### src/rtl/render_pkg.sv
// render_pkg: shared constants and types for the triangle setup path.
//   SCREEN_W/SCREEN_H : default screen dimensions in pixels
//   COORD_W           : signed integer pixel coordinate width
//   BBOX_W            : clamped bounding-box coordinate width
//   AREA_W            : signed doubled-area width
//   tri_state_t       : triangle assembler FSM states
//   q16_to_pix()      : Q16.16 -> saturated 12-bit pixel coordinate
package render_pkg;

  localparam int SCREEN_W = 320;
  localparam int SCREEN_H = 240;
  localparam int COORD_W  = 12;
  localparam int BBOX_W   = 10;
  localparam int AREA_W   = 25;
  localparam int DIFF_W   = COORD_W + 1;
  localparam int PROD_W   = 2 * DIFF_W;

  typedef enum logic [1:0] {
    S_COLLECT = 2'd0,
    S_SETUP   = 2'd1,
    S_CULL    = 2'd2,
    S_OUTPUT  = 2'd3
  } tri_state_t;

  // Taking the integer half of a two's-complement Q16.16 value is a floor,
  // not a truncation toward zero; the result is then saturated to 12 bits.
  function automatic logic signed [COORD_W-1:0] q16_to_pix(input logic signed [31:0] q);
    logic signed [15:0] ip;
    ip = q[31:16];
    if (ip > 16'sd2047)
      return 12'sd2047;
    else if (ip < -16'sd2048)
      return 12'sh800;
    else
      return ip[COORD_W-1:0];
  endfunction

endpackage

### src/rtl/triangle_assembler_edge_area.sv
// edge_area: registered signed doubled triangle area.
//   clk, rst_n        : clock, asynchronous active-low reset
//   en                : capture a new area on this cycle
//   x0..y2            : signed 12-bit vertex coordinates
//   area              : (x1-x0)*(y2-y0) - (x2-x0)*(y1-y0), low 25 bits
module edge_area
  import render_pkg::*;
(
  input  logic                      clk,
  input  logic                      rst_n,
  input  logic                      en,
  input  logic signed [COORD_W-1:0] x0,
  input  logic signed [COORD_W-1:0] y0,
  input  logic signed [COORD_W-1:0] x1,
  input  logic signed [COORD_W-1:0] y1,
  input  logic signed [COORD_W-1:0] x2,
  input  logic signed [COORD_W-1:0] y2,
  output logic signed [AREA_W-1:0]  area
);

  logic signed [DIFF_W-1:0] dx1, dy1, dx2, dy2;
  logic signed [PROD_W-1:0] prod_a, prod_b;

  always_comb begin
    // One extra bit keeps any difference of two 12-bit values exact.
    dx1    = $signed({x1[COORD_W-1], x1}) - $signed({x0[COORD_W-1], x0});
    dy1    = $signed({y1[COORD_W-1], y1}) - $signed({y0[COORD_W-1], y0});
    dx2    = $signed({x2[COORD_W-1], x2}) - $signed({x0[COORD_W-1], x0});
    dy2    = $signed({y2[COORD_W-1], y2}) - $signed({y0[COORD_W-1], y0});
    prod_a = dx1 * dy2;
    prod_b = dx2 * dy1;
  end

  always_ff @(posedge clk or negedge rst_n) begin
    if (!rst_n)
      area <= '0;
    else if (en)
      area <= AREA_W'(prod_a - prod_b);
  end

endmodule

### src/rtl/triangle_assembler.sv
// triangle_assembler: groups three vertices into a triangle, computes its
// area and bounding box, culls back-facing / offscreen triangles and hands
// the rest to the rasterizer over a valid/ready handshake.
//   i_clk, i_rst_n            : clock, asynchronous active-low reset
//   i_vtx_valid/o_vtx_ready   : vertex handshake, i_vtx_x/y Q16.16, i_vtx_z depth
//   o_tri_valid/i_tri_ready   : triangle handshake
//   o_vN_x/y/z                : pixel coordinates and depths of vertex N
//   o_bb_*                    : bounding box clamped to the screen
//   o_area                    : signed doubled area
//   o_tri_count/o_cull_count  : wrapping emitted / culled triangle counters
module triangle_assembler
  import render_pkg::*;
#(
  parameter int P_SCREEN_W  = SCREEN_W,
  parameter int P_SCREEN_H  = SCREEN_H,
  parameter int P_CULL_BACK = 1
) (
  input  logic                i_clk,
  input  logic                i_rst_n,
  input  logic                i_vtx_valid,
  output logic                o_vtx_ready,
  input  logic [31:0]         i_vtx_x,
  input  logic [31:0]         i_vtx_y,
  input  logic [7:0]          i_vtx_z,
  output logic                o_tri_valid,
  input  logic                i_tri_ready,
  output logic [COORD_W-1:0]  o_v0_x,
  output logic [COORD_W-1:0]  o_v0_y,
  output logic [COORD_W-1:0]  o_v1_x,
  output logic [COORD_W-1:0]  o_v1_y,
  output logic [COORD_W-1:0]  o_v2_x,
  output logic [COORD_W-1:0]  o_v2_y,
  output logic [7:0]          o_v0_z,
  output logic [7:0]          o_v1_z,
  output logic [7:0]          o_v2_z,
  output logic [BBOX_W-1:0]   o_bb_xmin,
  output logic [BBOX_W-1:0]   o_bb_xmax,
  output logic [BBOX_W-1:0]   o_bb_ymin,
  output logic [BBOX_W-1:0]   o_bb_ymax,
  output logic [AREA_W-1:0]   o_area,
  output logic [15:0]         o_tri_count,
  output logic [15:0]         o_cull_count
);

  localparam logic signed [COORD_W-1:0] X_LAST = COORD_W'(P_SCREEN_W - 1);
  localparam logic signed [COORD_W-1:0] Y_LAST = COORD_W'(P_SCREEN_H - 1);

  tri_state_t                 state_reg, state_next;
  logic [1:0]                 vcnt_reg;
  logic signed [COORD_W-1:0]  vx_reg [3];
  logic signed [COORD_W-1:0]  vy_reg [3];
  logic [7:0]                 vz_reg [3];
  logic                       vtx_ready_reg;
  logic                       accept, cull, handshake, area_nonpos;
  logic signed [COORD_W-1:0]  xmin_next, xmax_next, ymin_next, ymax_next;
  logic signed [COORD_W-1:0]  xmin_reg, xmax_reg, ymin_reg, ymax_reg;
  logic [BBOX_W-1:0]          bb_xmin_next, bb_xmax_next, bb_ymin_next, bb_ymax_next;
  logic signed [AREA_W-1:0]   area_w;

  edge_area u_edge_area (
    .clk   (i_clk),
    .rst_n (i_rst_n),
    .en    (state_reg == S_SETUP),
    .x0    (vx_reg[0]),
    .y0    (vy_reg[0]),
    .x1    (vx_reg[1]),
    .y1    (vy_reg[1]),
    .x2    (vx_reg[2]),
    .y2    (vy_reg[2]),
    .area  (area_w)
  );

  // Unclamped extents of the three stored vertices.
  always_comb begin
    xmin_next = vx_reg[0];
    xmax_next = vx_reg[0];
    ymin_next = vy_reg[0];
    ymax_next = vy_reg[0];
    for (int i = 1; i < 3; i++) begin
      if (vx_reg[i] < xmin_next) xmin_next = vx_reg[i];
      if (vx_reg[i] > xmax_next) xmax_next = vx_reg[i];
      if (vy_reg[i] < ymin_next) ymin_next = vy_reg[i];
      if (vy_reg[i] > ymax_next) ymax_next = vy_reg[i];
    end
  end

  // A triangle that survives culling overlaps the screen, so only the low
  // side of the minimum and the high side of the maximum need clamping.
  always_comb begin
    area_nonpos  = area_w[AREA_W-1] || (area_w == '0);
    cull         = ((P_CULL_BACK != 0) && area_nonpos) ||
                   xmax_reg[COORD_W-1] || ymax_reg[COORD_W-1] ||
                   (xmin_reg > X_LAST) || (ymin_reg > Y_LAST);
    bb_xmin_next = xmin_reg[COORD_W-1] ? '0 : xmin_reg[BBOX_W-1:0];
    bb_ymin_next = ymin_reg[COORD_W-1] ? '0 : ymin_reg[BBOX_W-1:0];
    bb_xmax_next = (xmax_reg > X_LAST) ? X_LAST[BBOX_W-1:0] : xmax_reg[BBOX_W-1:0];
    bb_ymax_next = (ymax_reg > Y_LAST) ? Y_LAST[BBOX_W-1:0] : ymax_reg[BBOX_W-1:0];
  end

  always_comb begin
    state_next = state_reg;
    accept     = 1'b0;
    handshake  = 1'b0;
    case (state_reg)
      S_COLLECT: begin
        if (i_vtx_valid && vtx_ready_reg) begin
          accept = 1'b1;
          if (vcnt_reg == 2'd2) state_next = S_SETUP;
        end
      end
      S_SETUP:  state_next = S_CULL;
      S_CULL:   state_next = cull ? S_COLLECT : S_OUTPUT;
      S_OUTPUT: begin
        if (i_tri_ready) begin
          handshake  = 1'b1;
          state_next = S_COLLECT;
        end
      end
      default:  state_next = S_COLLECT;
    endcase
  end

  assign o_vtx_ready = vtx_ready_reg;
  assign o_tri_valid = (state_reg == S_OUTPUT);

  always_ff @(posedge i_clk or negedge i_rst_n) begin
    if (!i_rst_n) begin
      state_reg     <= S_COLLECT;
      vcnt_reg      <= 2'd0;
      vtx_ready_reg <= 1'b0;
      for (int i = 0; i < 3; i++) begin
        vx_reg[i] <= '0;
        vy_reg[i] <= '0;
        vz_reg[i] <= '0;
      end
      xmin_reg <= '0;  xmax_reg <= '0;  ymin_reg <= '0;  ymax_reg <= '0;
      o_v0_x <= '0;  o_v0_y <= '0;  o_v1_x <= '0;
      o_v1_y <= '0;  o_v2_x <= '0;  o_v2_y <= '0;
      o_v0_z <= '0;  o_v1_z <= '0;  o_v2_z <= '0;
      o_bb_xmin <= '0;  o_bb_xmax <= '0;  o_bb_ymin <= '0;  o_bb_ymax <= '0;
      o_area       <= '0;
      o_tri_count  <= '0;
      o_cull_count <= '0;
    end else begin
      state_reg <= state_next;
      // Registered ready: low through reset, high on the first edge after it.
      vtx_ready_reg <= (state_next == S_COLLECT);
      if (accept) begin
        vx_reg[vcnt_reg] <= q16_to_pix(i_vtx_x);
        vy_reg[vcnt_reg] <= q16_to_pix(i_vtx_y);
        vz_reg[vcnt_reg] <= i_vtx_z;
        vcnt_reg         <= (vcnt_reg == 2'd2) ? 2'd0 : vcnt_reg + 2'd1;
      end
      if (state_reg == S_SETUP) begin
        xmin_reg <= xmin_next;  xmax_reg <= xmax_next;
        ymin_reg <= ymin_next;  ymax_reg <= ymax_next;
      end
      if (state_reg == S_CULL) begin
        if (cull) begin
          o_cull_count <= o_cull_count + 16'd1;
        end else begin
          o_v0_x <= vx_reg[0];  o_v0_y <= vy_reg[0];  o_v0_z <= vz_reg[0];
          o_v1_x <= vx_reg[1];  o_v1_y <= vy_reg[1];  o_v1_z <= vz_reg[1];
          o_v2_x <= vx_reg[2];  o_v2_y <= vy_reg[2];  o_v2_z <= vz_reg[2];
          o_bb_xmin <= bb_xmin_next;  o_bb_xmax <= bb_xmax_next;
          o_bb_ymin <= bb_ymin_next;  o_bb_ymax <= bb_ymax_next;
          o_area    <= area_w;
        end
      end
      if (handshake) o_tri_count <= o_tri_count + 16'd1;
    end
  end

endmodule
### config.mk
export PLATFORM = sky130hd
export DESIGN_NAME = triangle_assembler
export DESIGN_NICKNAME = d
export VERILOG_FILES = /design/src/rtl/render_pkg.sv /design/src/rtl/triangle_assembler_edge_area.sv /design/src/rtl/triangle_assembler.sv
export SDC_FILE = /design/constraint.sdc
export NUM_CORES = 2
export LEC_CHECK = 0
export BUFFER_PORTS_ARGS = -buffer_cell sky130_fd_sc_hd__buf_2
export CORE_MARGIN = 2
export CORE_UTILIZATION = 35
export DETAILED_ROUTE_END_ITERATION = 10
export RECOVER_POWER = 25
export SLEW_MARGIN = 20
export SYNTH_ARGS = -nofsm -noshare
export SYNTH_HDL_FRONTEND = slang
export SYNTH_SLANG_ARGS = --single-unit
### constraint.sdc
create_clock -name i_clk -period 10.5 [get_ports i_clk]
set_input_delay 0.525 -clock i_clk [delete_from_list [all_inputs] [get_ports i_clk]]
set_output_delay 0.525 -clock i_clk [all_outputs]
set_load 0.05 [all_outputs]
Word level (Yosys, flattened, before mapping)
Cells that the tools add are included.

storage, ports and cells
  bits in registers = 367
  bits of input ports = 76
  word-level logic and storage cells = 114
  output and inout port bits = 195

operators by class
  equality and inequality tests = 4
  reductions and logical operators = 12
  magnitude comparators = 18
  bitwise gates (word level) = 2
  add/subtract/negate cells = 8
  muxes and demuxes = 35
  $mul = 2

operators with widths
  operator               count
  $mux 12                15
  $bwmux 36              2
  $sub 12x12->13         4
  $mul 13x13->25         2
  $gt 12x12->1           4
  $lt 12x12->1           4
  $mux 10                4
  $add 16x1->16 const B  2
  $gt 16x12->1 const B   2
  $lt 16x12->1 const B   2
  $logic_not 25->1       1
  $sub 25x25->25         1
  $bwmux 24              1
  $demux 12 s2           1
  $gt 12x10->1 const B   2
  $gt 12x9->1 const B    2
  $demux 8 s2            1
  $mux 2                 5
  $mux 8                 1
  $pmux 2 s4             1
  $eq 2x2->1 const B     3
  $logic_or 1x1->1       5
  $logic_not 2->1        2
  $mux 1                 4
  8 further kinds        10

Logic depth before layout (Yosys ltp)
  depth after elaboration = 9
  gate-level depth with buffers = 37
  gate-level depth less buffers = 36

Modules after synthesis
A second synthesis with hierarchy kept.

second synthesis, totals
  cells, all modules = 3436
  area, all modules = 31878.1 um2

modules (own cells, without submodules)
  module              cells an instance  sequential area each (um2)  instances  area each (um2)
  edge_area           1803               625.6                       1          16201.8
  triangle_assembler  1633               8558.2                      1          15676.3

Worst setup path before layout
No wires, ideal clock.

  path kind = register to register
  start = register vx_reg[0] (netlist bit)
  end = register u_edge_area.area[24]
  setup time = 0.076 ns
  stages on the path, launching flop included = 33
  clock period less this slack = 8.398 ns
  required time = 10.424 ns
  path buffers = 1
  arrival time = 8.321 ns
  path slack = 2.102 ns
  cell sequence = dfrtp_1 > inv_1 > ha_1 > inv_1 > fa_1 > a21oi_1 > nor2b_1 > o21a_1 > o31a_1 > o221ai_1 > o31ai_1 > clkbuf_1 > or2_2 > inv_1 > fa_1 > inv_1 > fa_1 > fa_1 > fa_1 > fa_1 > fa_1 > inv_1 > fa_1 > inv_1 > ha_1 > o21a_1 > o21ai_0 > nand2b_1 > and3_1 > a21o_1 > o41ai_2 > xnor3_1 > o21ai_1

on the way
  cells in the longest elaborated chain, start to end = 3

RTL lines
  item                               RTL line                            text
  from (decl)                        triangle_assembler.sv:50            logic signed [COORD_W-1:0] vx_reg [3];
  from (signal, indexed assignment)  triangle_assembler.sv:149           vx_reg[vcnt_reg] <= q16_to_pix(i_vtx_x);
  $sub 12x12->13                     triangle_assembler_edge_area.sv:28  dx2 = $signed({x2[COORD_W-1], x2}) - $signed({x0[COORD_W-1], x0});
  $mul 13x13->25                     triangle_assembler_edge_area.sv:31  prod_b = dx2 * dy1;
  $sub 25x25->25                     triangle_assembler_edge_area.sv:38  area <= AREA_W'(prod_a - prod_b);
  to (signal assigned)               triangle_assembler_edge_area.sv:38
  to (decl)                          triangle_assembler_edge_area.sv:18  output logic signed [AREA_W-1:0] area

No other way between the ends.
A chain may end at the register's enable or synchronous reset.

Worst setup path in the final report
Ends and elaborated chain as after synthesis.

==> out/results.tsv <==
stage	metric	value	unit
cells_and_area	Core Util, Final	39.9	%
clocking	Worst-path clk slew	0.07	ns
sta	relative slew slack	-325	%
synth	Yosys reg bits	367	
detailed_routing	vias per cell	4.98	
synth	top-count cell post-synth	inv_1	
clocking	Hold Buf Count CTS	0	
synth	synthesized area per cell	9.76	um2
clocking	Post-CTS Setup Inserts	0	
place	Final GP Congestion	0.930	
clocking	H-tree depth	2	
synth	Synth top area share	29.2	%
worst_setup_path	CP arrival	10.16	ns
sta	minimum clock period	9.68	ns
sta	setup TNS	0	ns
die	floorplan die width	304	um
detailed_routing	DRC viols	0	
worst_setup_path	CP required	10.98	ns
synth	prevailing post-synth register cell	dfrtp_1	
worst_setup_path	most used cell, CP	fa_1	
sta	Tcrit/Tclk final	92.2	%
place	post-DP HPWL	70.6	mm
worst_setup_path	type of origin of the critical path	flop	
detailed_routing	routed len/inst	18.9	um
die	Initial Util	35.4	%
synth	cell accounting for the most synthesized area	dfrtp_1	
synth	ys async rst share	100	%
detailed_routing	Final ANT Viol Nets	0	
worst_setup_path	Worst setup EP type	flop	
sta	final hold viol count	0	
status	failing checks	capacitance limit, slew limit	
sta	worst slew pin tran	6.37	ns
clocking	Worst-Skew Late Latency	0.59	ns
worst_setup_path	Worst path slowest cell	fa_1	
status	status	complete, but fails checks	
synth	Commonest cells post-synth	inv_1 (510), fa_1 (369), dfrtp_1 (367)	
synth	Post-Syn Area	31400	um2
die	CORE AREA	88600	um2
detailed_routing	DRT Pass-1 Iters	5	
sta	final worst slack	0.816	ns
synth	Synth area leaders	dfrtp_1 (29%), fa_1 (24%), ha_1 (8.5%)	
worst_setup_path	Setup CP Type	reg -> reg	
clocking	clk sinks	367	
synth	YS warnings	0	
global_routing	largest net degree at the start of global routing	113	
cells_and_area	fraction of layout cells with a size suffix above 1	15.3	%
die	row count	109	
die	# IOs	271	
clocking	CTS Root Cell	clkbuf_16	
sta	Final Max Slew Viols	232	
job	Max-Cap Viols	3	
detailed_routing	total length of routed wires	87.5	mm
place	dpl ws	0.981	ns
sta	unrepaired setup endpoints after global routing	false	
detailed_routing	via count	23000	
cells_and_area	Area Growth Syn to Fin	12.6	%
global_routing	first-pass GRT wire length	139	mm
synth	sequential share of the synthesized area	29.2	%
sta	Fmax	103	MHz
synth	Mapped Cells	3218	
sta	Setup Skew	0.0482	ns
clocking	total CTS buffers	40	
synth	Cell variety after synth	69	
worst_setup_path	Critical Path Fanout Max	8	
place	port bufs	238	
global_routing	Total GRT Usage	19.4	%
min_path	Hold Crit Class	in -> reg	
global_routing	vias in the first global route	23700	
synth	Post-synth EDFFs	0	
clocking	Max Buffers Root-to-Sink	3	
synth	Net Count, Synth	3877	
clocking	post-cts gate resize count	0	
die	die area	92100	um2
clocking	CTS tree	built	
die	Die H	304	um
detailed_routing	drt first-iter violations	1670	
global_routing	antenna violations before repair	3	
global_routing	grt ovf	0	
cells_and_area	Final #Nets	4087	
sta	Final Setup Violations	0	
worst_setup_path	Slowest Stage Delay on Critical Path	0.89	ns
final timing paths:
check | to | start | slack [ns] | cells past startpoint
setup / recovery | u_edge_area.area[24] | vx_reg[0] | 0.82 | 30
hold / removal | vz_reg[18] | i_vtx_z[2] | 0.21 | 2
setup reg to reg | u_edge_area.area[24] | vx_reg[0] | 0.82 | 30
hold reg to reg | o_cull_count[15] | o_cull_count[15] | 0.47 | 1
max in group asynchronous | o_v1_y[11] | i_rst_n | 2.62 | 3
min in group asynchronous | o_area[2] | i_rst_n | 2.37 | 1
critical path, delay by kind of cell, from the launching register on:
kind            cells  cell delay (ns)
fa+ha+maj          10             4.86
compound gates     10             2.58
simple gates        4             0.75
buf+inv             5             0.53
flops               1             0.45
xor+xnor            1             0.42
stage by stage:
stage                     cells  area, um2  hold WS (ns)
after floorplan            3218      31400         0.229
after global placement     4551      34000         0.458
after detailed placement   4551      34000         0.458
after CTS                  4625      35400        0.0938
after global routing       4625      35400         0.191
final                      4626      35400         0.207
area by class of cell:
class	instances	area, um2
fillers	8919	53300
flip-flops and latches	367	9180
diodes	1	2.50
well taps	1165	1460
multi-input cells	2224	19900
repair buffers	283	1520
inverters	512	1920
clock buffers	52	1110
clock inverters	22	274
layout by cell type, fill, tap and decap left out, types with 21 or more instances in the layout:
| master | count |
|---|---|
| mux2i_1 | 39 |
| o21ai_0 | 238 |
| fa_1 | 369 |
| buf_2 | 237 |
| ha_1 | 214 |
| nand2b_1 | 70 |
| xor2_1 | 44 |
| buf_4 | 43 |
| mux2_2 | 126 |
| o21a_1 | 21 |
| xnor2_1 | 78 |
| nand3_1 | 43 |
| nor4_1 | 21 |
| dfrtp_1 | 367 |
| nand4_1 | 23 |
| clkbuf_16 | 40 |
| inv_1 | 510 |
| a21oi_1 | 56 |
| nand2_1 | 336 |
| nor2_1 | 255 |
| nor3_1 | 39 |
| or2_2 | 34 |
cell families (layout without fill, tap and decap cells):
kind of cell | count (synthesis) | count (layout) | synth area share, %
other cells | 0 | 1 | 0
compound gates | 447 | 447 | 8.79
xor+xnor | 124 | 124 | 3.50
simple gates | 904 | 904 | 13.1
mux | 166 | 166 | 5.79
buf+inv | 627 | 869 | 7.54
flops | 367 | 367 | 29.2
fa+ha+maj | 583 | 583 | 32.0
routing by layer:
layer	track usage, %	up-vias	part of all wire (%)
li1	-	10800	-
met1	27.2	11500	45
met4	4.94	0	2.5
met2	31.3	669	46
met3	3.20	137	6.1
met5	0	-	0
Power is left out: the tool's default activity adds up to more than one toggle a clock period on the data nets, which glitch-free logic cannot reach.
